==> config.mk <==
export PLATFORM = sky130hd
export DESIGN_NAME = mem_stage
export DESIGN_NICKNAME = d
export VERILOG_FILES = /design/src/rtl/mem_stage.sv
export SDC_FILE = /design/constraint.sdc
export NUM_CORES = 1
export LEC_CHECK = 0
export BUFFER_PORTS_ARGS = -buffer_cell sky130_fd_sc_hd__buf_2
export CORE_AREA = 3 3 96 98
export CTS_CLUSTER_SIZE = 12
export DETAILED_ROUTE_END_ITERATION = 12
export DIE_AREA = 0 0 99 101
export PLACE_DENSITY = 0.85
export SYNTH_ARGS = -nofsm -noshare
export SYNTH_HDL_FRONTEND = slang
export SYNTH_SLANG_ARGS = --single-unit
==> constraint.sdc <==
create_clock -name clk_i -period 2.37 [get_ports clk_i]
set_input_delay 0.1185 -clock clk_i [delete_from_list [all_inputs] [get_ports clk_i]]
set_output_delay 0.1185 -clock clk_i [all_outputs]
set_load 0.005 [all_outputs]
==> src/rtl/mem_stage.sv <==
// Pipeline MEM stage: passes non-memory ops straight through and runs LOAD/STORE accesses with a timeout.
// Latency: 0 cycles for pass-through ops, at least 3 cycles (IDLE->ACCESS->DONE) for memory ops.
// Backpressure: stall_o is high from acceptance until DONE; upstream holds its inputs stable meanwhile.
module mem_stage #(
  parameter int unsigned TIMEOUT = 16
) (
  input  logic        clk_i,
  input  logic        rst_i,
  input  logic        valid_i,
  input  logic [2:0]  Op_i,
  input  logic [31:0] alu_result_i,
  input  logic [31:0] store_data_i,
  input  logic [4:0]  rsd_i,
  input  logic        mem_ack_i,
  input  logic [31:0] mem_rdata_i,
  output logic        mem_req_o,
  output logic        mem_we_o,
  output logic [31:0] mem_addr_o,
  output logic [31:0] mem_wdata_o,
  output logic        stall_o,
  output logic [31:0] alu_result_o,
  output logic [31:0] memory_data_o,
  output logic [4:0]  rsd_o,
  output logic [2:0]  Op_o,
  output logic        valid_o,
  output logic        err_o
);

  localparam logic [2:0] OP_NOP   = 3'b000;
  localparam logic [2:0] OP_LOAD  = 3'b010;
  localparam logic [2:0] OP_STORE = 3'b011;
  localparam logic [7:0] TMO_LAST = 8'(TIMEOUT - 1);

  typedef enum logic [1:0] {
    ST_IDLE   = 2'd0,
    ST_ACCESS = 2'd1,
    ST_DONE   = 2'd2
  } state_e;

  state_e      state_q, state_d;
  logic [7:0]  cnt_q, cnt_d;
  logic [31:0] rdata_q, rdata_d;
  logic        err_q, err_d;

  logic is_mem_op;
  logic aligned;

  assign is_mem_op = (Op_i == OP_LOAD) || (Op_i == OP_STORE);
  assign aligned   = (alu_result_i[1:0] == 2'b00);

  always_ff @(posedge clk_i) begin
    if (rst_i) begin
      state_q <= ST_IDLE;
      cnt_q   <= 8'd0;
      rdata_q <= 32'd0;
      err_q   <= 1'b0;
    end else begin
      state_q <= state_d;
      cnt_q   <= cnt_d;
      rdata_q <= rdata_d;
      err_q   <= err_d;
    end
  end

  always_comb begin
    state_d       = state_q;
    cnt_d         = cnt_q;
    rdata_d       = rdata_q;
    err_d         = err_q;
    mem_req_o     = 1'b0;
    mem_we_o      = 1'b0;
    mem_addr_o    = 32'd0;
    mem_wdata_o   = 32'd0;
    stall_o       = 1'b0;
    valid_o       = 1'b0;
    Op_o          = Op_i;
    alu_result_o  = alu_result_i;
    rsd_o         = rsd_i;
    memory_data_o = 32'd0;

    case (state_q)
      ST_IDLE: begin
        valid_o = valid_i;
        if (valid_i && is_mem_op) begin
          if (aligned) begin
            stall_o = 1'b1;
            valid_o = 1'b0;
            cnt_d   = 8'd0;
            state_d = ST_ACCESS;
          end else begin
            // Misaligned access is squashed into a NOP and flagged.
            Op_o  = OP_NOP;
            err_d = 1'b1;
          end
        end
      end

      ST_ACCESS: begin
        mem_req_o   = 1'b1;
        mem_we_o    = (Op_i == OP_STORE);
        mem_addr_o  = alu_result_i;
        mem_wdata_o = store_data_i;
        stall_o     = 1'b1;
        cnt_d       = cnt_q + 8'd1;
        if (mem_ack_i) begin
          rdata_d = (Op_i == OP_LOAD) ? mem_rdata_i : 32'd0;
          state_d = ST_DONE;
        end else if (cnt_q == TMO_LAST) begin
          rdata_d = 32'd0;
          err_d   = 1'b1;
          state_d = ST_DONE;
        end
      end

      ST_DONE: begin
        valid_o       = 1'b1;
        memory_data_o = rdata_q;
        state_d       = ST_IDLE;
      end

      default: begin
        state_d = ST_IDLE;
      end
    endcase

    // Reset masks every output so nothing leaks to MEM/WB or memory while held.
    if (rst_i) begin
      mem_req_o     = 1'b0;
      mem_we_o      = 1'b0;
      mem_addr_o    = 32'd0;
      mem_wdata_o   = 32'd0;
      stall_o       = 1'b0;
      valid_o       = 1'b0;
      Op_o          = 3'd0;
      alu_result_o  = 32'd0;
      rsd_o         = 5'd0;
      memory_data_o = 32'd0;
    end
  end

  assign err_o = err_q;

endmodule

# == Word level (Yosys, flattened, before mapping) ==
# Cells that the tools add are included.
# word_totals
inputBits,108
register_bits,43
wordCells,66
# op_classes
muxes,40
n_reduce_logical,10
eq_ne,11
addsub,1
# ops
cell,count
$mux W32,10
$mux W8,2
$pmux W8 S2,1
$mux W1,14
$mux W3,4
$ne A2 B2 Y1 const B,5
$add A8 B1 Y8 const B,1
$eq A8 B4 Y1 const B,1
$mux W2,4
$eq A3 B2 Y1 const B,2
$pmux W1 S2,3
$reduce_and A3 Y1,2
$mux W5,1
$reduce_and A5 Y1,1
$logic_not A2 Y1,2
$pmux W2 S2,1
$reduce_bool A2 Y1,2
$ne A3 B3 Y1 const B,1
$eq A2 B1 Y1 const B,1
$eq A2 B2 Y1 const B,1
$reduce_and A2 Y1,1
$logic_and A1 B1 Y1,1
$logic_or A1 B1 Y1,1

# == Depth between registers and ports, before layout ==
# depth
ltp_word,6
mapped_depth,6
ltp_nobuf,4

# == Worst setup path after synthesis ==
# No wires, ideal clock.
# synth_path
path_kind,reg2reg
from,reg cnt_q[0]
to,reg rdata_q[0]
required_ns,2.245
arrival_time_ns,1.250
stages_incl_launch_ff,6
setup_slack_ns,0.995
path_buffers,1
period_less_slack_ns,1.375
path_cell_list,dfxtp_1 -> ha_1 -> nand4b_1 -> o21bai_2 -> buf_2 -> o21ai_0
# synth_via
elab_chain_len,3
# synth_rtl
element,line,source
"start, declared",41,"logic [7:0] cnt_q, cnt_d;"
"start signal, assigned",59,cnt_q <= cnt_d;
$eq A8 B4 Y1,108,end else if (cnt_q == TMO_LAST) begin
$reduce_bool A2 Y1 (no source line),-,
$reduce_and A2 Y1 (no source line),-,
"end signal, assigned",60,rdata_q <= rdata_d;
"end, declared",42,"logic [31:0] rdata_q, rdata_d;"
# No other way between the ends.
# A chain may end at the register's enable or synchronous reset.

# == Worst setup path in the final report ==
# layout_path
from,reg state_q[0]
to,out mem_addr_o[24]
# layout_via
elab_chain_len,3
# layout_rtl
element,line,source
"start, declared",40,"state_e state_q, state_d;"
"start signal, assigned",58,state_q <= state_d;
$eq A2 B1 Y1,81,case (state_q)
$mux W32,81,
$mux W32,127,if (rst_i) begin
"end, declared",18,"output logic [31:0] mem_addr_o,"
# No other way between the ends.

==> impl_metrics.ini <==
[outcome]
status = completed

[worst_hold_path]
hold_path.class = primary input to register
min_path_cells = 3

[sta]
tns_ns = 0
relSlewSlack_pct = 50.5
fin_crit_sh_pct = 87.3
worst_slew_pin_slew_ns = 0.742
fin_skew_ns = 0.00519
setup_viol = 0
hold_viol = 0
post-route-min-period_ns = 2.07
max_freq_mhz = 483
slew_viol_final = 0
hold_slack_ns = 0.0647
rsz0062_at_grt = no

[worst_setup_path]
worstSetupPathType = register to primary output
crit_arrival_ns = 1.95
crit_fanout = 46
ff2ff_path_depth = 3
worst_setup_path_start_kind = register
worstPathRequired_ns = 2.25
end_kind = primary output

[floorplan]
dieWidth_um = 99
core_sq_mm = 0.00855
ioPinCount = 249
fp.dieH_um = 101
start_util_pct = 34.8
dieArea_sq_mm = 0.0100
rows = 34

[detailed_routing]
drt-initial-drc-count = 182
firstDrtPassIters = 5
wl_um = 12400
routedWlPerCell_um = 16.8
drc_errors = 0
antenna_left = 0
num_vias = 3854
vias_per_cell = 5.22

[synthesis]
async_flop_share_pct = 0
syn_avg_cell_area_sq_um = 7.30
syn_inst = 408
ys_warn_count = 0
netlist.area_leader.share_pct = 28.9
yosys_register_bits = 43
netlist_area_sq_mm = 0.00298
synth_commonest_cells = 72 x nor2b_1, 65 x and2_1, 43 x dfxtp_1, 35 x nor2_1, 35 x o21ai_0
synth_ff_type = dfxtp_1
synth_top_cell_by_area = dfxtp_1
yosysUniqueCellTypes = 39
synth_fp_nets = 517
yosys.cell_count.top_type = nor2b_1
yosysSeqAreaShare_pct = 28.9
synth_edf_count = 0
synth_area_leaders = dfxtp_1 29%, nor2b_1 15%, and2_1 14%, a32oi_1 9.4%, o21ai_0 5.9%

[clock_network]
tritoncts = built
cts_buffers = 5
hold_buffers = 0
insertion_delay_ns = 0.29
cts_buffer_depth = 2
clk_pin_slew_ns = 0.08
htree_levels = 2
cts_resized = 0
clock-sinks = 43
cts_root_buf = clkbuf_8
cts_setup_buffers = 0

[layout]
diodes = 0
layout.area.seq_sq_um = 861
area_growth_pct = 47.7
multi_input_area_sq_mm = 0.00194
drive_above_1_share_pct = 42.6
fin_nets = 739
fillers = 876

[pwr]
ir_drop_mv = 0.331
leakage_nw = 2.18
power_density_mw_per_mm2 = 381

[global_routing]
globalRouteOverflowTotal = 0
grt_use_total_pct = 22.7
grt_pass1_wl_um = 18200
grt_pass1_vias = 3425
grt_max_degree = 56
grt_antenna_before_repair = 1

[place]
portBuffers = 248
dpl.hpwl_um = 9560
globalplace.congestion = 0.799

[job]
cap_violations = 0
[final timing paths]
check	start	endpoint	slack (ns)
worst min register to register	rdata_q[29]	rdata_q[29]	0.50
worst min-delay path	mem_rdata_i[7]	rdata_q[7]	0.06
worst max register to register	state_q[0]	cnt_q[5]	0.61
worst max-delay path	state_q[0]	mem_addr_o[24]	0.30
[critical path, cell delays in order, from the launching register on]
cell and delay (ns):
dfxtp_1 0.56, nor3b_2 0.37, buf_4 0.38, and2_1 0.19
buf_2 0.13
[registers in the layout, indices dropped and copies added (netlist names)]
register / count
err_o: 1
state_q: 2
rdata_q: 32
cnt_q: 8
[per-layer routing]
metal | up-vias | global-route usage (%) | share of wire (%)
met2 | 198 | 36.7 | 48
li1 | 1842 | - | -
met4 | 0 | 4.73 | 0.88
met5 | - | 0 | 0
met3 | 13 | 3.67 | 8.4
met1 | 1801 | 31.9 | 43
[power breakdown]
group | switching (mW) | leakage, nW | internal [mW] | total (mW)
Clock | 0.255 | 0.0654 | 0.421 | 0.676
Combinational | 0.144 | 1.77 | 0.128 | 0.272
Sequential | 0.00335 | 0.346 | 0.725 | 0.729
[cell families (layout without fill, tap and decap cells)]
logic type | after synthesis | in the layout | synth area share, %
simple gates | 232 | 232 | 43.6
compound gates | 88 | 88 | 21.1
buf+inv | 44 | 267 | 5.97
flops | 43 | 43 | 28.9
fa+ha+maj | 1 | 1 | 0.420
[final cells by class]
cell class,instances,area share (%)
repair buffers,256,29.9
multi-input cells,321,44.2
flip-flops and latches,43,19.6
well taps,108,3.07
clock buffers,6,1.65
inverters,3,0.256
clock inverters,2,1.37
[cells in the final DEF, fill, tap and decap left out, types with 2 or more instances in the layout]
cell type  Yosys  layout
a31oi_1        2       2
o211ai_1       6       6
or3_1          2       2
a21oi_1        3       3
nand4b_1       2       2
and3_1         2       2
nand2_1       34      34
or4_1          3       3
nor3b_1        3       2
nor2_1        35      35
nor2b_1       72      72
a32oi_1       32      32
nand3_1        3       3
inv_1          2       2
buf_2         10     248
buf_4          0       7
bufinv_16      0       2
dfxtp_1       43      43
clkbuf_8       0       5
nand2b_1       4       4
nor4_1         2       2
and2_1        65      65
o21ai_0       35      35
[metrics by stage]
stage	area (sq um)	util (%)	std cells	worst slack, ns	power [mW]
6_report	4400	51.4	739	0.302	1.68
2_1_floorplan	2980	-	408	0.995	0.846
3_3_place_gp	4260	49.9	731	0.777	1.01
5_1_grt	4400	51.4	739	0.171	1.74
4_1_cts	4400	51.4	739	0.327	1.68
3_5_place_dp	4260	49.9	731	0.666	1.02
(Power assumes the default switching activity.)
